`src/rtl/layer_inter_pingpong_control_pkg.sv`:
```
// Shared definitions for the ping-pong buffer controller.
//   - prod_state_t / cons_state_t : producer and consumer FSM states
//   - bank_ptr_wrap()             : advance a bank pointer modulo the bank count,
//                                   valid for non-power-of-two bank counts
package layer_inter_pingpong_control_pkg;

    typedef enum logic {
        P_IDLE = 1'b0,
        P_RUN  = 1'b1
    } prod_state_t;

    typedef enum logic {
        C_IDLE = 1'b0,
        C_RUN  = 1'b1
    } cons_state_t;

    // Explicit compare-and-reset rather than a modulo so that three, five, ...
    // banks wrap correctly without a divider.
    function automatic int unsigned bank_ptr_wrap(input int unsigned ptr,
                                                  input int unsigned num_banks);
        return (ptr == num_banks - 1) ? 32'd0 : ptr + 32'd1;
    endfunction

endpackage

```
`src/rtl/layer_inter_pingpong_control_bank_port_mux.sv`:
```
// layer_bank_port_mux
// Decodes one layer's memory-port controls onto NUM_BANKS per-bank ports.
// Only the bank selected by i_bank receives the controls, and only while
// i_active is high; every other bank sees all-zero controls and addresses.
// Ports:
//   i_active                 : this layer currently owns its bank
//   i_bank                   : selected bank index
//   i_rden_a/b, i_wren_a/b   : port-A/B read and write enables
//   i_address_a/b            : port-A/B addresses
//   o_rden_a/b, o_wren_a/b   : per-bank enables, bit i = bank i
//   o_address_a/b            : per-bank addresses, slice i = bank i
module layer_bank_port_mux
    import layer_inter_pingpong_control_pkg::*;
#(
    parameter int NUM_BANKS  = 2,
    parameter int BANK_W     = 1,
    parameter int ADDR_WIDTH = 9
) (
    input  logic                            i_active,
    input  logic [BANK_W-1:0]               i_bank,
    input  logic                            i_rden_a,
    input  logic                            i_rden_b,
    input  logic                            i_wren_a,
    input  logic                            i_wren_b,
    input  logic [ADDR_WIDTH-1:0]           i_address_a,
    input  logic [ADDR_WIDTH-1:0]           i_address_b,
    output logic [NUM_BANKS-1:0]            o_rden_a,
    output logic [NUM_BANKS-1:0]            o_rden_b,
    output logic [NUM_BANKS-1:0]            o_wren_a,
    output logic [NUM_BANKS-1:0]            o_wren_b,
    output logic [NUM_BANKS*ADDR_WIDTH-1:0] o_address_a,
    output logic [NUM_BANKS*ADDR_WIDTH-1:0] o_address_b
);

    for (genvar gi = 0; gi < NUM_BANKS; gi++) begin : gen_bank
        logic w_sel;
        assign w_sel = i_active && (i_bank == BANK_W'(gi));

        assign o_rden_a[gi] = w_sel & i_rden_a;
        assign o_rden_b[gi] = w_sel & i_rden_b;
        assign o_wren_a[gi] = w_sel & i_wren_a;
        assign o_wren_b[gi] = w_sel & i_wren_b;
        assign o_address_a[gi*ADDR_WIDTH +: ADDR_WIDTH] = w_sel ? i_address_a : '0;
        assign o_address_b[gi*ADDR_WIDTH +: ADDR_WIDTH] = w_sel ? i_address_b : '0;
    end

endmodule

```
`src/rtl/layer_inter_pingpong_control.sv`:
```
// layer_inter_pingpong_control
// Multi-bank ping-pong buffer controller between a producer layer (writes a
// frame into bank wr_bank) and a consumer layer (reads bank rd_bank), letting
// the two layers overlap. Sequences both layers' run enables and start pulses,
// tracks how many banks hold unread frames, and routes each layer's memory
// port controls to the bank it owns. Optionally a new consumer frame needs a
// credit returned by the downstream layer (layer_nextnext_done).
// Ports:
//   i_clock, i_reset                 : clock, synchronous active-high reset
//   i_enable                         : 0 = no new frame starts (running frames finish)
//   i_layer_former_done              : producer frame done (rising edge acts)
//   i_layer_next_done                : consumer frame done (rising edge acts)
//   i_layer_nextnext_done            : downstream frame done (rising edge = credit)
//   o_layer_former_enable/_reset     : producer run enable / first-cycle pulse
//   o_layer_next_enable/_reset       : consumer run enable / first-cycle pulse
//   i_*_layer_former                 : producer port-A/B rden, wren, address
//   i_*_layer_next                   : consumer port-A/B rden, address
//   o_bank_rden/wren_a/b             : per-bank enables, bit i = bank i
//   o_bank_address_a/b               : per-bank addresses, slice i = bank i
//   o_wr_bank, o_rd_bank             : producer / consumer bank pointers
//   o_full_count                     : banks holding unread frames
module layer_inter_pingpong_control
    import layer_inter_pingpong_control_pkg::*;
#(
    parameter int ADDR_WIDTH    = 9,
    parameter int NUM_BANKS     = 2,
    parameter int BANK_W        = $clog2(NUM_BANKS),
    parameter int WAIT_NEXTNEXT = 1
) (
    input  logic                            i_clock,
    input  logic                            i_reset,
    input  logic                            i_enable,
    input  logic                            i_layer_former_done,
    input  logic                            i_layer_next_done,
    input  logic                            i_layer_nextnext_done,
    output logic                            o_layer_former_enable,
    output logic                            o_layer_former_reset,
    output logic                            o_layer_next_enable,
    output logic                            o_layer_next_reset,
    input  logic                            i_rden_a_layer_former,
    input  logic                            i_rden_b_layer_former,
    input  logic                            i_wren_a_layer_former,
    input  logic                            i_wren_b_layer_former,
    input  logic [ADDR_WIDTH-1:0]           i_address_a_layer_former,
    input  logic [ADDR_WIDTH-1:0]           i_address_b_layer_former,
    input  logic                            i_rden_a_layer_next,
    input  logic                            i_rden_b_layer_next,
    input  logic [ADDR_WIDTH-1:0]           i_address_a_layer_next,
    input  logic [ADDR_WIDTH-1:0]           i_address_b_layer_next,
    output logic [NUM_BANKS-1:0]            o_bank_rden_a,
    output logic [NUM_BANKS-1:0]            o_bank_rden_b,
    output logic [NUM_BANKS-1:0]            o_bank_wren_a,
    output logic [NUM_BANKS-1:0]            o_bank_wren_b,
    output logic [NUM_BANKS*ADDR_WIDTH-1:0] o_bank_address_a,
    output logic [NUM_BANKS*ADDR_WIDTH-1:0] o_bank_address_b,
    output logic [BANK_W-1:0]               o_wr_bank,
    output logic [BANK_W-1:0]               o_rd_bank,
    output logic [BANK_W:0]                 o_full_count
);

    localparam logic [BANK_W:0] L_NUM_BANKS = (BANK_W+1)'(NUM_BANKS);

    // ------------------------------------------------------------------
    // Registered state
    // ------------------------------------------------------------------
    prod_state_t       r_p_state;
    cons_state_t       r_c_state;
    logic [BANK_W-1:0] r_wr_bank;
    logic [BANK_W-1:0] r_rd_bank;
    logic [BANK_W:0]   r_full_count;
    logic              r_credit;
    logic              r_former_done_d;
    logic              r_next_done_d;
    logic              r_nextnext_done_d;
    logic              r_p_run_d;
    logic              r_c_run_d;

    prod_state_t       w_p_state_next;
    cons_state_t       w_c_state_next;
    logic [BANK_W-1:0] w_wr_bank_next;
    logic [BANK_W-1:0] w_rd_bank_next;
    logic [BANK_W:0]   w_full_count_next;
    logic              w_credit_next;

    logic w_former_edge;
    logic w_next_edge;
    logic w_nextnext_edge;
    logic w_p_run;
    logic w_c_run;
    logic w_prod_done;
    logic w_cons_done;
    logic w_cons_start;
    logic w_credit_ok;

    // Only rising edges of the done levels act; a level held high is ignored.
    assign w_former_edge   = i_layer_former_done   & ~r_former_done_d;
    assign w_next_edge     = i_layer_next_done     & ~r_next_done_d;
    assign w_nextnext_edge = i_layer_nextnext_done & ~r_nextnext_done_d;

    assign w_p_run     = (r_p_state == P_RUN);
    assign w_c_run     = (r_c_state == C_RUN);
    // Done edges arriving while the FSM is idle are dropped here.
    assign w_prod_done = w_p_run & w_former_edge;
    assign w_cons_done = w_c_run & w_next_edge;
    assign w_credit_ok = r_credit || (WAIT_NEXTNEXT == 0);

    // ------------------------------------------------------------------
    // FSM next-state and bookkeeping
    // ------------------------------------------------------------------
    always_comb begin
        w_p_state_next    = r_p_state;
        w_c_state_next    = r_c_state;
        w_cons_start      = 1'b0;
        w_full_count_next = r_full_count;
        w_wr_bank_next    = r_wr_bank;
        w_rd_bank_next    = r_rd_bank;
        w_credit_next     = r_credit;

        case (r_p_state)
            P_IDLE:  if (i_enable && (r_full_count < L_NUM_BANKS)) w_p_state_next = P_RUN;
            P_RUN:   if (w_former_edge) w_p_state_next = P_IDLE;
            default: w_p_state_next = P_IDLE;
        endcase

        case (r_c_state)
            C_IDLE: begin
                if (i_enable && (r_full_count != '0) && w_credit_ok) begin
                    w_c_state_next = C_RUN;
                    w_cons_start   = 1'b1;
                end
            end
            C_RUN:   if (w_next_edge) w_c_state_next = C_IDLE;
            default: w_c_state_next = C_IDLE;
        endcase

        // Simultaneous produce and consume cancel out in the count.
        case ({w_prod_done, w_cons_done})
            2'b10:   w_full_count_next = r_full_count + 1'b1;
            2'b01:   w_full_count_next = r_full_count - 1'b1;
            default: w_full_count_next = r_full_count;
        endcase

        if (w_prod_done) w_wr_bank_next = BANK_W'(bank_ptr_wrap(32'(r_wr_bank), NUM_BANKS));
        if (w_cons_done) w_rd_bank_next = BANK_W'(bank_ptr_wrap(32'(r_rd_bank), NUM_BANKS));

        // A credit arriving in the same cycle the consumer starts is kept
        // for the following frame.
        if (w_nextnext_edge)   w_credit_next = 1'b1;
        else if (w_cons_start) w_credit_next = 1'b0;
    end

    always_ff @(posedge i_clock) begin
        if (i_reset) begin
            r_p_state         <= P_IDLE;
            r_c_state         <= C_IDLE;
            r_wr_bank         <= '0;
            r_rd_bank         <= '0;
            r_full_count      <= '0;
            r_credit          <= 1'b1;
            r_former_done_d   <= 1'b0;
            r_next_done_d     <= 1'b0;
            r_nextnext_done_d <= 1'b0;
            r_p_run_d         <= 1'b0;
            r_c_run_d         <= 1'b0;
        end else begin
            r_p_state         <= w_p_state_next;
            r_c_state         <= w_c_state_next;
            r_wr_bank         <= w_wr_bank_next;
            r_rd_bank         <= w_rd_bank_next;
            r_full_count      <= w_full_count_next;
            r_credit          <= w_credit_next;
            r_former_done_d   <= i_layer_former_done;
            r_next_done_d     <= i_layer_next_done;
            r_nextnext_done_d <= i_layer_nextnext_done;
            r_p_run_d         <= w_p_run;
            r_c_run_d         <= w_c_run;
        end
    end

    assign o_layer_former_enable = w_p_run;
    assign o_layer_former_reset  = w_p_run & ~r_p_run_d;
    assign o_layer_next_enable   = w_c_run;
    assign o_layer_next_reset    = w_c_run & ~r_c_run_d;
    assign o_wr_bank             = r_wr_bank;
    assign o_rd_bank             = r_rd_bank;
    assign o_full_count          = r_full_count;

    // ------------------------------------------------------------------
    // Bank routing
    // ------------------------------------------------------------------
    logic [NUM_BANKS-1:0]            w_p_rden_a, w_p_rden_b, w_p_wren_a, w_p_wren_b;
    logic [NUM_BANKS-1:0]            w_c_rden_a, w_c_rden_b, w_c_wren_a, w_c_wren_b;
    logic [NUM_BANKS*ADDR_WIDTH-1:0] w_p_addr_a, w_p_addr_b, w_c_addr_a, w_c_addr_b;
    logic                            w_c_route;

    // Should both layers ever claim the same bank, the consumer is masked so
    // the producer's controls reach the memory unmixed.
    assign w_c_route = w_c_run && !(w_p_run && (r_wr_bank == r_rd_bank));

    layer_bank_port_mux #(
        .NUM_BANKS  (NUM_BANKS),
        .BANK_W     (BANK_W),
        .ADDR_WIDTH (ADDR_WIDTH)
    ) u_prod_mux (
        .i_active    (w_p_run),
        .i_bank      (r_wr_bank),
        .i_rden_a    (i_rden_a_layer_former),
        .i_rden_b    (i_rden_b_layer_former),
        .i_wren_a    (i_wren_a_layer_former),
        .i_wren_b    (i_wren_b_layer_former),
        .i_address_a (i_address_a_layer_former),
        .i_address_b (i_address_b_layer_former),
        .o_rden_a    (w_p_rden_a),
        .o_rden_b    (w_p_rden_b),
        .o_wren_a    (w_p_wren_a),
        .o_wren_b    (w_p_wren_b),
        .o_address_a (w_p_addr_a),
        .o_address_b (w_p_addr_b)
    );

    // The consumer only reads, so its write enables are tied off.
    layer_bank_port_mux #(
        .NUM_BANKS  (NUM_BANKS),
        .BANK_W     (BANK_W),
        .ADDR_WIDTH (ADDR_WIDTH)
    ) u_cons_mux (
        .i_active    (w_c_route),
        .i_bank      (r_rd_bank),
        .i_rden_a    (i_rden_a_layer_next),
        .i_rden_b    (i_rden_b_layer_next),
        .i_wren_a    (1'b0),
        .i_wren_b    (1'b0),
        .i_address_a (i_address_a_layer_next),
        .i_address_b (i_address_b_layer_next),
        .o_rden_a    (w_c_rden_a),
        .o_rden_b    (w_c_rden_b),
        .o_wren_a    (w_c_wren_a),
        .o_wren_b    (w_c_wren_b),
        .o_address_a (w_c_addr_a),
        .o_address_b (w_c_addr_b)
    );

    assign o_bank_rden_a    = w_p_rden_a | w_c_rden_a;
    assign o_bank_rden_b    = w_p_rden_b | w_c_rden_b;
    assign o_bank_wren_a    = w_p_wren_a | w_c_wren_a;
    assign o_bank_wren_b    = w_p_wren_b | w_c_wren_b;
    assign o_bank_address_a = w_p_addr_a | w_c_addr_a;
    assign o_bank_address_b = w_p_addr_b | w_c_addr_b;

    // The full_count bookkeeping keeps the two layers on different banks.
    a_no_bank_collision: assert property (@(posedge i_clock) disable iff (i_reset)
        !(w_p_run && w_c_run && (r_wr_bank == r_rd_bank)));

endmodule
```
`config.mk`:
```
export PLATFORM = sky130hd
export DESIGN_NAME = layer_inter_pingpong_control
export DESIGN_NICKNAME = d
export VERILOG_FILES = /design/src/rtl/layer_inter_pingpong_control_pkg.sv /design/src/rtl/layer_inter_pingpong_control_bank_port_mux.sv /design/src/rtl/layer_inter_pingpong_control.sv
export SDC_FILE = /design/constraint.sdc
export NUM_CORES = 1
export LEC_CHECK = 0
export ABC_CLOCK_PERIOD_IN_PS = 1900
export CORE_MARGIN = 5
export CORE_UTILIZATION = 28
export DETAILED_ROUTE_END_ITERATION = 10
export PLACE_DENSITY = 0.84
export SYNTH_ARGS = -nofsm -noshare
export SYNTH_HDL_FRONTEND = slang
export SYNTH_SLANG_ARGS = --single-unit
```
`constraint.sdc`:
```
create_clock -name i_clock -period 1.9 [get_ports i_clock]
set_clock_uncertainty 0.2 [all_clocks]
set_input_delay 0.57 -clock i_clock [delete_from_list [all_inputs] [get_ports i_clock]]
set_output_delay 0.57 -clock i_clock [all_outputs]
set_load 0.02 [all_outputs]
```
==> results.toml <==
[run_status]
status = "finished, violations left"
violations = "setup timing"

[final_layout]
area_growth_pct = 136.9
fin_nets = 262
drive_above_1_share = 0.4009
fin_area_mm2 = 0.002176
fillCellCount = 288
diodes = 0
fin_util = 0.7012

[timing]
fmax_mhz = 450.1
setup_viol = 42
min_period_over_period = 1.169
worst_pin_slew_ns = 0.2590
min_period_ns = 2.221
hold_viol = 0
maxSlewHeadroom = 0.8271
fin_ws_ns = -0.3215
fin_tns_setup_ns = -10.45
slew_violations = 0
rsz0062_at_grt = "true"

[logic_synthesis]
synth-edff-count = 0
ys_types = 25
syn_avg_cell_area_um2 = 9.277
synth_top_cell_by_area = "a22o_1"
synthCells = 99
mappedNetlistArea_um2 = 918.4
synthTopCellsByArea = "a22o_1 38%, dfxtp_1 26%, nor2b_1 5.4%"
synthFlopType = "dfxtp_1"
synth_fp_nets = 148
synth-seq-cells = 12
yosysMostFrequentCell = "a22o_1"
ys_warn_count = 0
seq_area_frac_synth = 0.2616
synth_top_area_frac = 0.3815
synthTopCellsByCount = "40 x a22o_1, 12 x dfxtp_1, 8 x nor2b_1, 5 x nor2_1"
ys_async_sr_fraction = 0

[cts]
cts.hold.buffers_added = 0
numClockSinks = 12
root_buffer = "clkbuf_4"
cts_made_buffers = 3
cts_buffer_depth = 2
cts_htree_levels = 1
cts_tree = "yes"
clkTransAtPathRegs_ns = 0.07
clk-insertion-delay-late_ns = 0.28

[worst_setup_path]
worstPathArrival_ns = 1.45
critPathLaunchType = "register"
cp_max_fo = 8
critical_path_class = "register to output pin"
worstSetupEndpointType = "output pin"
crit_required_ns = 1.13

[placed_design]
dp_hpwl_um = 3437
place_area_mm2 = 0.002021
io_buffers = 99
gp_congestion = 0.8351
detailedPlace.worstSlack_ns = -0.7323

[global_routing]
gr-total-overflow = 0
met2_usage = 0.4012
grt_usage = 0.1934
antenna_found_initial = 0
grt_max_degree = 21
grt.met3_usage = 0.02163
grt_pass1_wl_um = 6775
use_met1 = 0.1952
top_usage_layer = "met2"
grt_pass1_vias = 1408

[run]
maxCapViolCount = 0

[routing]
first_pass_iters = 4
routed_wl_um = 4364
avgRoutedWirePerCell_um = 17.05
avgViaCountPerCell = 5.035
drtIter0Drc = 51
drc = 0
num_vias = 1289
ant_nets = 0

[power]
power.total_mw = 0.9239
vdd_ir_drop_max_uv = 424.8
leakage_nw = 1.044
cellPowerDensity_mw_per_mm2 = 424.6

[floorplan]
die_w_um = 67.27
fp.dieArea_mm2 = 0.004525
die_h_um = 67.27
pin_count = 100
num_rows = 20
fp.coreArea_mm2 = 0.003103
start_util = 0.2960

[min_path]
hold_path_class = "register to register"
==> layout by cell type (no fill, tap or decap), types with 2 or more instances in the layout <==
master,count
buf_4,12
dlygate4sd2_1,37
buf_2,2
dfxtp_4,2
xor2_1,2
and3_4,2
and2_4,2
a22o_1,40
clkbuf_4,3
nor2b_1,8
dfxtp_2,2
clkdlybuf4s15_1,3
o21ai_0,2
clkdlybuf4s50_1,9
dfxtp_1,8
buf_6,50
dlymetal6s2s_1,4
nor2_1,4
==> path summary, 6_finish.rpt <==
check | startpoint | end | slack [ns] | cells past startpoint
setup / recovery | o_layer_former_enable | o_bank_address_a[0] | -0.32 | 5
hold / removal | r_nextnext_done_d | r_credit | 0.30 | 2
setup reg to reg | o_layer_next_enable | o_full_count[1] | 0.11 | 6
hold reg to reg | r_nextnext_done_d | r_credit | 0.30 | 2
==> metal layers <==
layer	vias to the layer above	routed length (µm)	share of wire
met5	-	0	0
met4	0	101	0.023
met3	11	227	0.052
met2	46	2585	0.59
met1	620	1449	0.33
li1	612	-	-
==> what timing repair did <==
| action | CTS | global route |
|---|---|---|
| setup endpoints to repair | 53 | 46 |
| resized for setup | 326 | 17 |
| pin swaps | 23 | 7 |
| endpoints found under the hold margin | 0 | 0 |
| buffers inserted | 1 | 0 |
| cloned | 2 | 0 |
==> final cells by class <==
cell class	count	area (µm²)	area share
inverter	1	3.754	0.001725
multi-input combinational	77	658.1	0.3025
clock buffer	4	36.28	0.01668
sequential	12	250.2	0.1150
tap	44	55.05	0.02530
timing repair buffer	118	1172	0.5388
==> power by group <==
part           total (mW)  internal [mW]  switching [mW]
clock network       0.204          0.117          0.0869
registers           0.273          0.265         0.00793
logic               0.448          0.241           0.206
total               0.924          0.623           0.301
==> state kept, by name, indices dropped and copies added, names as in the netlist <==
signal,count
o_full_count,2
o_layer_former_enable,1
o_layer_next_enable,1
o_rd_bank,1
o_wr_bank,1
r_c_run_d,1
r_credit,1
r_former_done_d,1
r_next_done_d,1
r_nextnext_done_d,1
r_p_run_d,1
==> cell families (layout without fill, tap and decap cells) <==
kind of cell	Yosys count	count (layout)	share of synthesized area
compound gates	46	46	0.4224
buf+inv	10	123	0.07901
xor+xnor	4	4	0.03815
simple gates	26	26	0.1853
flops	12	12	0.2616
fa+ha+maj	1	1	0.01362
==> critical path, cell delays in order, from the launching register on <==
cell and delay [ns]:
dfxtp_2 0.33, nor2b_4 0.13, nor3b_4 0.26, buf_6 0.18, a22o_1 0.16, buf_6 0.12
==> through the flow <==
stage          hold slack, ns  std cells
3_5_place_dp           0.2863        249
3_3_place_gp           0.2744        249
4_1_cts                0.3055        256
2_1_floorplan          0.2560         99
6_report               0.2986        256
5_1_grt                0.3412        256
(Power assumes the default switching activity.)
